`config.mk`:
```
export PLATFORM = sky130hd
export DESIGN_NAME = muldiv_unit
export DESIGN_NICKNAME = d
export VERILOG_FILES = /design/src/rtl/muldiv_unit.sv
export SDC_FILE = /design/constraint.sdc
export NUM_CORES = 1
export LEC_CHECK = 0
export CELL_PAD_IN_SITES_DETAIL_PLACEMENT = 1
export CELL_PAD_IN_SITES_GLOBAL_PLACEMENT = 2
export CORE_ASPECT_RATIO = 0.9
export CORE_MARGIN = 4
export CORE_UTILIZATION = 35
export CTS_BUF_LIST = sky130_fd_sc_hd__clkbuf_4 sky130_fd_sc_hd__clkbuf_8 sky130_fd_sc_hd__clkbuf_16
export DETAILED_ROUTE_END_ITERATION = 16
export PLACE_DENSITY = 0.8
export REMOVE_ABC_BUFFERS = 1
export SLEW_MARGIN = 40
export SYNTH_ARGS = -nofsm -noshare
export SYNTH_HDL_FRONTEND = slang
export SYNTH_SLANG_ARGS = --single-unit
```
`constraint.sdc`:
```
create_clock -name clk -period 4.5 [get_ports clk]
set_input_delay 0.9 -clock clk [delete_from_list [all_inputs] [get_ports clk]]
set_output_delay 0.9 -clock clk [all_outputs]
set_load 0.01 [all_outputs]
```
`src/rtl/muldiv_unit.sv`:
```
// muldiv_unit: multi-cycle RV32M multiply/divide unit, XLEN-parametrised.
// Iterative shift-add multiply and restoring radix-2 divide, one bit per
// cycle, followed by a single sign-fix cycle. Divide-by-zero and signed
// overflow are resolved at accept time without iterating.
// Optional build macro: MULDIV_FAST_MUL_EN -- the four multiply ops use one
// combinational signed multiply at accept and complete in a single cycle.
//
// Handshake: a request is accepted on a rising edge with in_valid & in_ready
// (in_ready is high only while idle); a result completes on a rising edge
// with out_valid & out_ready, and result is held stable until then. kill
// returns the unit to idle on the next edge and outranks both handshakes.
module muldiv_unit #(
   parameter int XLEN = 32
) (
   input  logic            clk,
   input  logic            rst,
   input  logic            in_valid,
   output logic            in_ready,
   input  logic [XLEN-1:0] a,
   input  logic [XLEN-1:0] b,
   input  logic [2:0]      funct3,
   input  logic            kill,
   output logic            out_valid,
   input  logic            out_ready,
   output logic [XLEN-1:0] result,
   output logic            busy
);

   localparam int CNT_W = $clog2(XLEN) + 1;
   localparam logic [XLEN-1:0] MIN_VAL = {1'b1, {(XLEN-1){1'b0}}};
   localparam logic [CNT_W-1:0] CNT_START = CNT_W'(XLEN - 1);

   typedef enum logic [2:0] {
      S_IDLE = 3'd0,
      S_MUL  = 3'd1,
      S_DIV  = 3'd2,
      S_FIX  = 3'd3,
      S_DONE = 3'd4
   } state_t;

   state_t            state;
   logic [CNT_W-1:0]  cnt;
   logic [2:0]        op;
   logic              a_neg_q;
   logic              b_neg_q;
   // Multiply: {high partial sum, low product bits}.
   // Divide:   {partial remainder, dividend bits shifting into quotient}.
   logic [2*XLEN-1:0] acc;
   logic [XLEN-1:0]   opnd;     // multiplicand |a| or divisor |b|
   logic [XLEN-1:0]   mplier;   // remaining multiplier bits

   // Accept-time decode
   logic              is_div;
   logic              sign_a;
   logic              sign_b;
   logic              a_neg;
   logic              b_neg;
   logic [XLEN-1:0]   abs_a;
   logic [XLEN-1:0]   abs_b;
   logic              div_zero;
   logic              div_ovf;
   logic [XLEN-1:0]   special_res;

   // Iteration datapath
   logic [XLEN:0]     mul_sum;
   logic [XLEN:0]     div_sh;
   logic [XLEN:0]     div_diff;
   logic              div_ok;

   // Sign fix
   logic [2*XLEN-1:0] prod;
   logic [XLEN-1:0]   quo;
   logic [XLEN-1:0]   rem;
   logic [XLEN-1:0]   fix_res;

`ifdef MULDIV_FAST_MUL_EN
   logic signed [2*XLEN+1:0] fast_a;
   logic signed [2*XLEN+1:0] fast_b;
   logic signed [2*XLEN+1:0] fast_p;
   logic [XLEN-1:0]          fast_res;
`endif

   assign in_ready  = (state == S_IDLE);
   assign busy      = (state != S_IDLE);
   assign out_valid = (state == S_DONE);

   // Decode the incoming request: operand signedness, magnitudes, special divides
   always_comb begin
      is_div   = funct3[2];
      sign_a   = (funct3 == 3'd1) || (funct3 == 3'd2) || (funct3 == 3'd4) || (funct3 == 3'd6);
      sign_b   = (funct3 == 3'd1) || (funct3 == 3'd4) || (funct3 == 3'd6);
      a_neg    = sign_a & a[XLEN-1];
      b_neg    = sign_b & b[XLEN-1];
      abs_a    = a_neg ? -a : a;
      abs_b    = b_neg ? -b : b;
      div_zero = is_div && (b == '0);
      div_ovf  = is_div && !funct3[0] && (a == MIN_VAL) && (b == '1);
      // funct3[1] selects remainder over quotient
      if (div_zero) begin
         special_res = funct3[1] ? a : '1;
      end else begin
         special_res = funct3[1] ? '0 : MIN_VAL;
      end
   end

   // One multiply add-shift step and one restoring divide step
   always_comb begin
      mul_sum  = {1'b0, acc[2*XLEN-1:XLEN]} + (mplier[0] ? {1'b0, opnd} : '0);
      div_sh   = acc[2*XLEN-1:XLEN-1];
      div_diff = div_sh - {1'b0, opnd};
      div_ok   = ~div_diff[XLEN];
   end

   // Apply operand signs to the unsigned result and pick the output field
   always_comb begin
      prod = (a_neg_q ^ b_neg_q) ? -acc : acc;
      quo  = (a_neg_q ^ b_neg_q) ? -acc[XLEN-1:0] : acc[XLEN-1:0];
      rem  = a_neg_q ? -acc[2*XLEN-1:XLEN] : acc[2*XLEN-1:XLEN];
      case (op)
         3'd0:             fix_res = prod[XLEN-1:0];
         3'd1, 3'd2, 3'd3: fix_res = prod[2*XLEN-1:XLEN];
         3'd4, 3'd5:       fix_res = quo;
         default:          fix_res = rem;
      endcase
   end

`ifdef MULDIV_FAST_MUL_EN
   // Single-cycle signed (XLEN+1)x(XLEN+1) multiply covering all four mul ops
   always_comb begin
      fast_a   = {{(XLEN+2){a_neg}}, a};
      fast_b   = {{(XLEN+2){b_neg}}, b};
      fast_p   = fast_a * fast_b;
      fast_res = (funct3 == 3'd0) ? fast_p[XLEN-1:0] : fast_p[2*XLEN-1:XLEN];
   end
`endif

   // Control FSM and datapath registers
   always_ff @(posedge clk) begin
      if (rst) begin
         state   <= S_IDLE;
         cnt     <= '0;
         op      <= '0;
         a_neg_q <= 1'b0;
         b_neg_q <= 1'b0;
         acc     <= '0;
         opnd    <= '0;
         mplier  <= '0;
         result  <= '0;
      end else if (kill) begin
         state <= S_IDLE;
      end else begin
         case (state)
            S_IDLE: begin
               if (in_valid) begin
                  op      <= funct3;
                  a_neg_q <= a_neg;
                  b_neg_q <= b_neg;
                  mplier  <= abs_b;
                  opnd    <= is_div ? abs_b : abs_a;
                  // The divider shifts the dividend out of the low half
                  acc     <= is_div ? {{XLEN{1'b0}}, abs_a} : '0;
                  if (div_zero || div_ovf) begin
                     result <= special_res;
                     state  <= S_DONE;
                  end else if (is_div) begin
                     cnt   <= CNT_START;
                     state <= S_DIV;
                  end else begin
`ifdef MULDIV_FAST_MUL_EN
                     result <= fast_res;
                     state  <= S_DONE;
`else
                     cnt   <= CNT_START;
                     state <= S_MUL;
`endif
                  end
               end
            end
            S_MUL: begin
               acc    <= {mul_sum, acc[XLEN-1:1]};
               mplier <= mplier >> 1;
               if (cnt == '0) begin
                  state <= S_FIX;
               end else begin
                  cnt <= cnt - CNT_W'(1);
               end
            end
            S_DIV: begin
               acc <= {(div_ok ? div_diff[XLEN-1:0] : div_sh[XLEN-1:0]), acc[XLEN-2:0], div_ok};
               if (cnt == '0) begin
                  state <= S_FIX;
               end else begin
                  cnt <= cnt - CNT_W'(1);
               end
            end
            S_FIX: begin
               result <= fix_res;
               state  <= S_DONE;
            end
            S_DONE: begin
               if (out_ready) begin
                  state <= S_IDLE;
               end
            end
            default: state <= S_IDLE;
         endcase
      end
   end

endmodule

```
=== After elaboration in Yosys (flattened, before gate mapping) ===
Index checks and enable logic that the tools add are counted.

* Bits in latches: 0
* Memories: 0
* Input bits: 72
* Logic and storage cells: 103
* Flip-flop bits (word level): 174
* Memory bits (writable): 0
* Memory bits (read-only): 0

* Bitwise operators: 5
* Multiply operators: 0
* Order comparisons: 0
* Mux-type cells: 30
* Eq/ne operators: 21
* Shifts and indexed selects: 0
* Divide/modulo/power cells: 0
* $add $sub $neg: 8
* Reductions and logical operators: 30

{| class="wikitable"
|+ Operators with widths
! cell !! number
|-
| $mux 32 || 14
|-
| $pmux 64 s3 || 1
|-
| $mux 64 || 2
|-
| $neg 32->32 || 4
|-
| $pmux 32 s2 || 2
|-
| $pmux 32 s3 || 1
|-
| $eq 32x32->1 const B || 2
|-
| $neg 64->64 || 1
|-
| $add 32x32->33 || 1
|-
| $sub 33x32->33 || 1
|-
| $logic_not 32->1 || 1
|-
| $mux 6 || 3
|-
| $eq 3x2->1 const B || 5
|-
| $eq 3x3->1 const B || 5
|-
| $mux 3 || 4
|-
| $pmux 3 s4 || 1
|-
| $pmux 6 s2 || 1
|-
| $reduce_and 3->1 || 4
|-
| $eq 3x1->1 const B || 3
|-
| $logic_not 3->1 || 2
|-
| $logic_not 6->1 || 1
|-
| $logic_or 1x1->1 || 6
|-
| $ne 2x1->1 const B || 3
|-
| $ne 2x2->1 const B || 3
|-
| other kinds (13) || 23
|}

=== Depth between registers and ports, before layout ===
Gate-level depths: netlist of run 1.

* Depth in word-level cells: 9
* Gate-level depth with buffers: 14

=== Worst setup path after synthesis of run 1 ===
No wires, ideal clock.

* Path kind: input -> register
* Start point: input a[1]
* End point: register acc[30]
* Path slack: 1,102 ps
* Arrival: 3,261 ps
* Buffers on the path: 0
* Stages on the path: 11
* Cell sequence: inv_1 -> ha_1 -> or3b_2 -> or3_1 -> or3_1 -> nor3_1 -> a21oi_1 -> nor2_1 -> xnor2_1 -> a222oi_1 -> a211oi_1

* Cells in the longest elaborated chain, start to end: 5

{| class="wikitable"
|+ Ends and longest elaborated chain
! what !! RTL line !! source
|-
| from (decl) || 19 || <nowiki>input logic [XLEN-1:0] a,</nowiki>
|-
| $neg 32->32 || 94 || <nowiki>abs_a = a_neg ? -a : a;</nowiki>
|-
| $mux 32 || 94 ||
|-
| $mux 32 || 161 || <nowiki>acc <= is_div ? {{XLEN{1'b0}}, abs_a} : '0;</nowiki>
|-
| $mux 64 || 154 || <nowiki>if (in_valid) begin</nowiki>
|-
| $pmux 64 s3 || 152 || <nowiki>case (state)</nowiki>
|-
| to (signal assigned) || 161 ||
|-
| to (signal assigned) || 180 || <nowiki>acc <= {mul_sum, acc[XLEN-1:1]};</nowiki>
|-
| to (signal assigned) || 189 || <nowiki>acc <= {(div_ok ? div_diff[XLEN-1:0] : div_sh[XLEN-1:0]), acc[XLEN-2:0], div_ok};</nowiki>
|-
| to (decl) || 48 || <nowiki>logic [2*XLEN-1:0] acc;</nowiki>
|}

No other way between the ends. The select of a mux whose other input is x is not followed.
A chain may end at the register's enable or synchronous reset.

=== Final worst setup path of run 1 ===
* Start point: register acc[55]
* End point: register acc[36]

* Cells in the longest elaborated chain, start to end: 3

{| class="wikitable"
|+ Ends and longest elaborated chain
! what !! RTL line !! source
|-
| $sub 33x32->33 || 110 || <nowiki>div_diff = div_sh - {1'b0, opnd};</nowiki>
|-
| $mux 32 || 189 ||
|-
| $pmux 64 s3 || 152 ||
|}

No other way between the ends.

==> results of run 1 <==
==> power breakdown <==
group / leakage (nW) / internal, mW / switching (mW)
Combinational: 5.02 / 0.828 / 1.34
Clock: 0.260 / 0.778 / 0.764
Sequential: 1.42 / 1.64 / 0.175
Total: 6.70 / 3.24 / 2.28
==> cells in the mapped netlist (38+ instances only) <==
library cell and number:
nor2_1 239, a21oi_1 216, nand2_1 191, dfxtp_1 174, clkbuf_1 151, o21ai_0 126, xnor2_1 106, inv_1 84
xor2_1 77, ha_1 71, nor3_1 62, a211oi_1 56, and2_1 41, o31ai_1 39, a31oi_1 38
==> metrics by stage <==
stage | hold slack [ns] | power [mW]
6_report | 0.455 | 5.52
5_1_grt | 0.486 | 5.80
2_1_floorplan | 0.422 | 3.11
3_5_place_dp | 0.445 | 3.96
4_1_cts | 0.457 | 5.51
3_3_place_gp | 0.439 | 3.92
==> worst reg2reg max path: stages (launching register included) <==
cell,delay (ns)
dfxtp_1,0.68
ha_1,0.38
nand2_1,0.12
nor3_1,0.41
nand4_1,0.28
or2_0,0.36
a211oi_1,0.57
o31a_1,0.29
buf_12,0.16
nor2_2,0.07
buf_4,0.18
buf_4,0.15
mux2i_1,0.18
a31oi_1,0.11
==> flip-flops by register name, indices dropped and copies added (netlist names), 3 cells and up <==
signal  flops
opnd       32
acc        64
state       3
result     32
mplier     32
op          3
cnt         6
==> layer usage <==
metal	global-route usage, %	up-vias
met2	41.8	605
met3	3.89	76
met1	42.7	8940
met4	6.08	0
met5	0	-
li1	-	8284
==> cells by family (layout without fill, tap and decap cells) <==
| group | after synthesis | count (layout) |
|---|---|---|
| AO/OA/AOI/OAI | 773 | 773 |
| XOR/XNOR | 183 | 183 |
| adder cells (fa/ha/maj) | 73 | 73 |
| buffers and inverters | 259 | 310 |
| flip-flops | 174 | 174 |
| multiplexers | 18 | 18 |
| AND/OR/NAND/NOR | 750 | 750 |
==> worst min path at each step <==
stage,start,end,slack (ns),cells past startpoint
2_1_floorplan,mplier[30],mplier[30],0.42,2
3_3_place_gp,mplier[30],mplier[30],0.44,2
3_5_place_dp,mplier[30],mplier[30],0.45,2
4_1_cts,mplier[30],mplier[30],0.46,2
5_1_grt,mplier[15],mplier[15],0.49,2
6_report,mplier[6],mplier[6],0.46,2
==> cell type report <==
cell class | count | area share, %
inverter | 85 | 1.71
timing repair buffer | 193 | 9.72
sequential | 174 | 18.7
clock inverter | 14 | 0.726
clock buffer | 18 | 2.33
multi-input combinational | 1797 | 62.7
tap | 608 | 4.09
==> metrics, run 1 <==
Critical Path Start Type flip-flop; Post-Synth Adder-Cell Area 5.76%; pre-CTS setup slack 0.245 ns; clk slew on worst S/H paths 0.08 ns; Worst EP arrival 4.40 ns; synthesized instance count 2230; filler instances 5632; design area 0.0186 mm2; uppermost layer routed met4; largest cells by area after synthesis dfxtp_1 (22%), a21oi_1 (6.7%), xnor2_1 (5.8%); Initial Utilization 35.4%; Slew Limit Headroom 41.5%; Multi-input gate area 0.0117 mm2; placed cells 2855; Core ar. 0.0455 mm2; final core utilization 40.9%; CTS buffer count 17; Min-Delay Path Class flip-flop to flip-flop; Routed Antenna Nets 0; critical path's largest stage delay 0.68 ns; met2 routed wirelength 30700 um; maximum vdd ir drop 0.219 mV; chip width 234 um; IO Pins 107; beginning of the critical path acc[55]; clk sinks 174; final-stage net count 2413; site row count 74; Async S/R FF share, synth 0%; CTS tree done; Final Wtd Congestion 0.935; largest net degree at the start of global routing 94; HPWL Detailed 55200 um; synthesis-to-finish area growth 15.5%; final WL 71400 um; ant diodes 0; clock skew 0.0137 ns; via count 17905; RSZ-0062 raised after global routing no; vias in the first global route 17271; setup_tns 0 ns; gr usage total 28.0%; Fin. Hold Viols 0; post-CTS setup buffer count 0; Synth Area in Simple Gates 22.8%; FF-to-FF path depth 13; maxcap violations 0; WL met3 4750 um; clock tree root buffer cell clkbuf_16; Synthesis Warnings 0; PnR worst setup slack 0.421 ns; Resized Gates After CTS 0; Worst path depth 13; Leak 6.70 nW; critical path cell sequence ha_1, nand2_1, nor3_1, nand4_1, or2_0, a211oi_1, o31a_1, buf_12, nor2_2, buf_4, buf_4, mux2i_1, a31oi_1; fin crit share 90.6%; worst r2r src acc[55]; proportion of layout cells with a drive suffix above 1 8.24%; post-synthesis mux area share 1.13%; Synth Area in Compound Gates 32.3%; global-route wire length before repair 107000 um; CTS Buffer Depth 2; buffers added on ports 106; WL/cell 24.7 um; Top FF cell, synth dfxtp_1; Post-CTS Hold Fix Bufs 0; reg2reg end acc[36]; Worst Tran Pin Value 0.876 ns; required time of the worst setup path 4.82 ns; slowest CP cell dfxtp_1; worst-path fanout max 13; die area 0.0495 mm2; Tmin final 4.08 ns; R2R setup slack 0.42 ns; Initial DRC Count 1604; commonest non-fill, non-tap cell in the layout nor2_1; via/cell ratio 6.20; Placement Cell Area 0.0180 mm2; most frequent cells in the layout nor2_1 (233), a21oi_1 (216), nand2_1 (190), dfxtp_1 (174), o21ai_0 (126); syn avg cell area 7.23 um2; fin. max-slew vios 0; grt ovf 0; final setup violation count 0; run status completed; fmax 245 MHz; crit end category flip-flop; DRC 0; Clk Latency, worst-skew pair 0.46 ns; Synth Area in XOR/XNOR 9.95%; Crit Path Class flip-flop to flip-flop; most used cell, CP buf_4; Pre-Repair DR Iteration Count 8; area of the mapped netlist 0.0161 mm2; largest family of logic cells by synthesized area compound AO/OA/AOI/OAI gates; Post-synth EDFFs 0; Non-Filler Instances 2889; sequential-to-total area share from yosys stat 21.6%; M1 WL 34400 um; leading area contributor after synthesis dfxtp_1; share of the synthesized area in the top cell type 21.6%; pwr/cell area 297 mW/mm2; Die Ht 212 um; flops & latches, synth 174; H-tree Lvls 4; Buf+Inv Stages, Crit Path 3; count of cell types in the netlist 97; critical path's top delay family simple AND/OR/NAND/NOR gates; FF+latch area 0.00348 mm2; Worst Setup EP acc[36]; initial antenna violation count 0
(Power assumes the default switching activity.)
==> run 2: changes to the inputs <==
Settings changed: CORE_MARGIN 4 to 1.5, CORE_UTILIZATION 35 to 32, PLACE_DENSITY 0.8 to 0.77, SKIP_CTS_REPAIR_TIMING set to 1.
Clock period 4.5 ns to 3.7 ns, I/O delays scaled along.
==> run 2 against run 1 <==
First-iteration DRC count is essentially flat. Worst setup slack lost 0.25 ns. Critical endpoint is now acc[43]. Hold slack gained 0.00060 ns. Via count grew 2.1%. Largest cell class unchanged. Core utilization shrank 0.94 points. Total power grew 29%.
==> metrics, run 2 (same netlist as run 1, synthesis figures left out) <==
met2 usage 42.3%; Die Ht 216 um; PnR worst setup slack 0.168 ns; buffers added on ports 106; critical path's largest stage delay 0.41 ns; required time of the worst setup path 4.04 ns; Initial DRC Count 1603; WHS Path Cells 2; Routed Antenna Nets 0; max FFs per register 64; via count 18285; worst-path fanout max 8; gr usage total 28.2%; Slew Limit Headroom 45.0%; clock tree root buffer cell clkbuf_16; H-tree Lvls 4; CTS buffer count 17; site row count 77; met1 Resource Use GR 40.4%; global-route wire length before repair 111000 um; largest net degree at the start of global routing 94; initial antenna violation count 1; Clk Latency, worst-skew pair 0.48 ns; WL/cell 24.1 um; maximum vdd ir drop 0.361 mV; clk slew on worst S/H paths 0.07 ns; Crit Path Class flip-flop to flip-flop; vias in the first global route 18317; Initial Utilization 32.6%; pre-CTS setup slack -0.279 ns; die area 0.0517 mm2; maxcap violations 0; Reg with most FFs acc; Placement Cell Area 0.0190 mm2; DRC 0; Switch Pwr 2.85 mW; Non-Filler Instances 3068; CTS Buffer Depth 2; hold path start mplier[3]; clk sinks 174; pwr/cell area 361 mW/mm2; most frequent cells in the layout nor2_1 (234), a21oi_1 (214), nand2_1 (191), buf_4 (185), dfxtp_1 (173); run status completed; final core utilization 40.0%; chip width 240 um; proportion of layout cells with a drive suffix above 1 12.9%; final WL 74000 um; design area 0.0198 mm2; Pint 4.28 mW; busiest grt layer met2; Core ar. 0.0494 mm2; switching share of power 40.0%; R2R setup slack 0.17 ns; reg2reg end acc[43]; HPWL Detailed 58000 um; crit end category flip-flop; slowest CP cell fa_1; worst r2r src acc[31]; fin crit share 95.4%; placed cells 3034; Clock power frac 29.7%; Final Wtd Congestion 0.924; fmax 283 MHz; Worst Tran Pin Value 0.820 ns; Tmin final 3.53 ns; clock skew 0.0145 ns; sequential power share 30.2%; grt ovf 0; WHS Endpoint mplier[3]; met3 Usage GRT 4.86%; Critical Path Start Type flip-flop; ant diodes 0; Pre-Repair DR Iteration Count 7; Worst EP arrival 3.87 ns; commonest non-fill, non-tap cell in the layout nor2_1; via/cell ratio 5.96; Gate power share 40.1%; final-stage net count 2529; synthesis-to-finish area growth 22.6%; Fin. Hold Viols 0; final setup violation count 0; Leak 7.35 nW; Min-Delay Path Class flip-flop to flip-flop; RSZ-0062 raised after global routing no; CTS tree done; critical path cell sequence inv_2, ha_1, fa_1, nand2b_1, a21oi_2, o311a_1, a31oi_1, a211oi_2, buf_4, o31a_1, buf_6, nor4_1, a311oi_1, a211oi_1; FF-to-FF path depth 14; fin. max-slew vios 0; IO Pins 107
[run 2: cell count changes in the layout (fill, tap and decap cells not counted), sizes merged]
cell      previous run  this run
bufinv               1         4
clkinv               5         4
clkinvlp             6         4
buf                 88       204
[run 2: critical path: cells and delay by family, from the launching register on]
kind,cells,cell delay [ns]
adders and majority gates,2,0.66
buffers and inverters,3,0.49
and+or+nand+nor,2,0.27
AOI/OAI and AO/OA,7,1.62
DFF,1,0.36
[run 2: power groups by stage]
stage / Sequential [mW] / Clock [mW] / Combinational, mW
floorplan: 2.16 / 0 / 1.62
global placement: 2.19 / 0 / 2.72
detailed placement: 2.19 / 0 / 2.78
CTS: 2.15 / 2.14 / 2.80
global route: 2.17 / 2.20 / 3.08
finish: 2.15 / 2.12 / 2.86
[run 2: worst max-delay path by stage]
stage	start	endpoint	slack [ns]	cells past startpoint
6_report	acc[31]	acc[43]	0.17	14
4_1_cts	acc[31]	acc[43]	-0.13	14
5_1_grt	acc[31]	acc[43]	0.01	14
2_1_floorplan	kill	acc[42]	-2.87	4
3_5_place_dp	a[0]	acc[30]	-0.28	12
3_3_place_gp	a[0]	acc[30]	-0.27	12
[run 2: cell type report]
| type | count | area (um2) |
|---|---|---|
| clock buffer | 18 | 439 |
| inverter | 85 | 319 |
| clock inverter | 14 | 205 |
| timing repair buffer | 309 | 2800 |
| fill | 6087 | 29700 |
| multi-input combinational | 1797 | 11700 |
| tap | 671 | 840 |
| sequential | 174 | 3480 |
[run 2: through the flow]
step | total power [mW] | hold WS [ns] | setup TNS (ns)
floorplan | 3.78 | 0.422 | -130.75
global placement | 4.91 | 0.437 | -4.21
detailed placement | 4.98 | 0.446 | -8.16
CTS | 7.08 | 0.457 | -0.232
global route | 7.45 | 0.475 | 0
finish | 7.13 | 0.456 | 0
[run 2: routing by layer]
metal | share of wire [%] | vias up
met5 | 0 | -
met4 | 3.0 | 0
met3 | 6.3 | 88
met2 | 43 | 582
met1 | 48 | 9115
li1 | - | 8500
==> run 3: changes to the inputs <==
Settings changed: CORE_MARGIN 1.5 to 4.
==> run 3 against run 2 <==
Count of clock-buffer cells in the layout unchanged. Critical path type unchanged. Fmax decreased by 0.33%. Clock power barely moved. Hold slack improved by 0.00059 ns. Largest power group unchanged. Routed wire length rose by 1.9%. Critical endpoint is now acc[42]. Core utilization up 0.073 points.
==> metrics, run 3 (same netlist as run 1, synthesis figures left out) <==
Pint 4.29 mW; Reg with most FFs acc; site row count 77; Routed Antenna Nets 0; via count 18433; fmax 282 MHz; FF-to-FF path depth 13; Clock power frac 29.5%; crit end category flip-flop; Multi-input gate area 0.0117 mm2; final-stage net count 2539; WHS Endpoint mplier[6]; ant diodes 0; Total Power 7.12 mW; fin crit share 95.8%; final core utilization 40.1%; H-tree Lvls 4; WHS Path Cells 2; sequential power share 30.2%; die area 0.0540 mm2; Fin. Hold Viols 0; filler instances 6124; met2 usage 40.7%; met3 Usage GRT 4.31%; maximum vdd ir drop 0.368 mV; most frequent cells in the layout nor2_1 (233), a21oi_1 (214), buf_4 (199), nand2_1 (191), dfxtp_1 (174); Initial Utilization 32.6%; commonest non-fill, non-tap cell in the layout nor2_1; Final Wtd Congestion 0.973; CTS Buffer Depth 2; synthesis-to-finish area growth 22.9%; gr usage total 26.9%; design area 0.0198 mm2; vias in the first global route 18447; switching share of power 39.7%; clock tree root buffer cell clkbuf_16; final setup violation count 0; Tmin final 3.54 ns; Crit Path Class flip-flop to flip-flop; hold path start mplier[6]; DRC 0; FF+latch area 0.00348 mm2; clock skew 0.0136 ns; Min-Delay Path Class flip-flop to flip-flop; Initial DRC Count 1744; HPWL Detailed 59400 um; run status completed; R2R setup slack 0.16 ns; WL/cell 24.5 um; maxcap violations 0; clk slew on worst S/H paths 0.07 ns; Worst Tran Pin Value 0.852 ns; worst r2r src acc[31]; reg2reg end acc[42]; busiest grt layer met2; required time of the worst setup path 4.07 ns; IO Pins 107; worst-path fanout max 3; Leak 7.38 nW; Pre-Repair DR Iteration Count 6; met1 Resource Use GR 39.7%; CTS buffer count 17; Worst EP arrival 3.91 ns; largest net degree at the start of global routing 94; Core ar. 0.0494 mm2; fin. max-slew vios 0; Switch Pwr 2.83 mW; CTS tree done; Clk Latency, worst-skew pair 0.47 ns; clk sinks 174; final WL 75400 um; chip width 245 um; proportion of layout cells with a drive suffix above 1 13.3%; initial antenna violation count 1; max FFs per register 64; Gate power share 40.3%; Slew Limit Headroom 43.2%; Critical Path Start Type flip-flop; pwr/cell area 360 mW/mm2; via/cell ratio 5.99; global-route wire length before repair 114000 um; Die Ht 221 um; buffers added on ports 106; grt ovf 0; Placement Cell Area 0.0191 mm2
## run 3: cell type report
cell class / count / share of cell area (%)
clock inverters: 14 / 1.02
flip-flops and latches: 174 / 17.6
multi-input cells: 1797 / 59.0
well taps: 671 / 4.24
clock buffers: 18 / 2.22
repair buffers: 319 / 14.3
inverters: 85 / 1.63
## run 3: metal layers
metal / wire (um) / vias to the layer above
met3: 4710 / 89
met1: 36200 / 9253
li1: - / 8532
met5: 0 / -
met4: 2010 / 0
met2: 32500 / 559
## run 3: through the flow
step           TNS [ns]  std cells  hold slack, ns  worst slack (ns)
2_1_floorplan   -130.75       2056           0.422             -2.87
3_3_place_gp      -2.64       3041           0.438            -0.242
3_5_place_dp      -6.40       3042           0.446            -0.286
4_1_cts         -0.0852       3074           0.456           -0.0279
5_1_grt          -0.119       3078           0.471           -0.0278
6_report              0       3078           0.456             0.157
## run 3: worst max-delay path, cell delays in order (launching register included)
cell and delay, ns:
dfxtp_1 0.38, clkinvlp_4 0.24, ha_2 0.29, fa_1 0.40, nand2b_1 0.20, a21oi_2 0.17
o311a_1 0.25, a31oi_2 0.19, a211oi_2 0.31, nor2b_1 0.14, nor2_2 0.19, buf_4 0.17
mux2_2 0.33, o21ba_2 0.19
## run 3: worst max path at each step
stage,cells past startpoint,start,end,slack (ns)
2_1_floorplan,4,kill,acc[42],-2.87
3_3_place_gp,12,a[0],acc[30],-0.24
3_5_place_dp,12,a[0],acc[30],-0.29
4_1_cts,13,acc[31],acc[45],-0.03
5_1_grt,14,acc[31],acc[57],-0.03
6_report,13,acc[31],acc[42],0.16
## run 3: power by group through the flow
stage | Sequential (mW) | Combinational [mW] | Clock, mW
6_report | 2.15 | 2.87 | 2.10
5_1_grt | 2.17 | 3.12 | 2.21
4_1_cts | 2.15 | 2.80 | 2.13
3_5_place_dp | 2.20 | 2.79 | 0
3_3_place_gp | 2.19 | 2.71 | 0
2_1_floorplan | 2.16 | 1.62 | 0
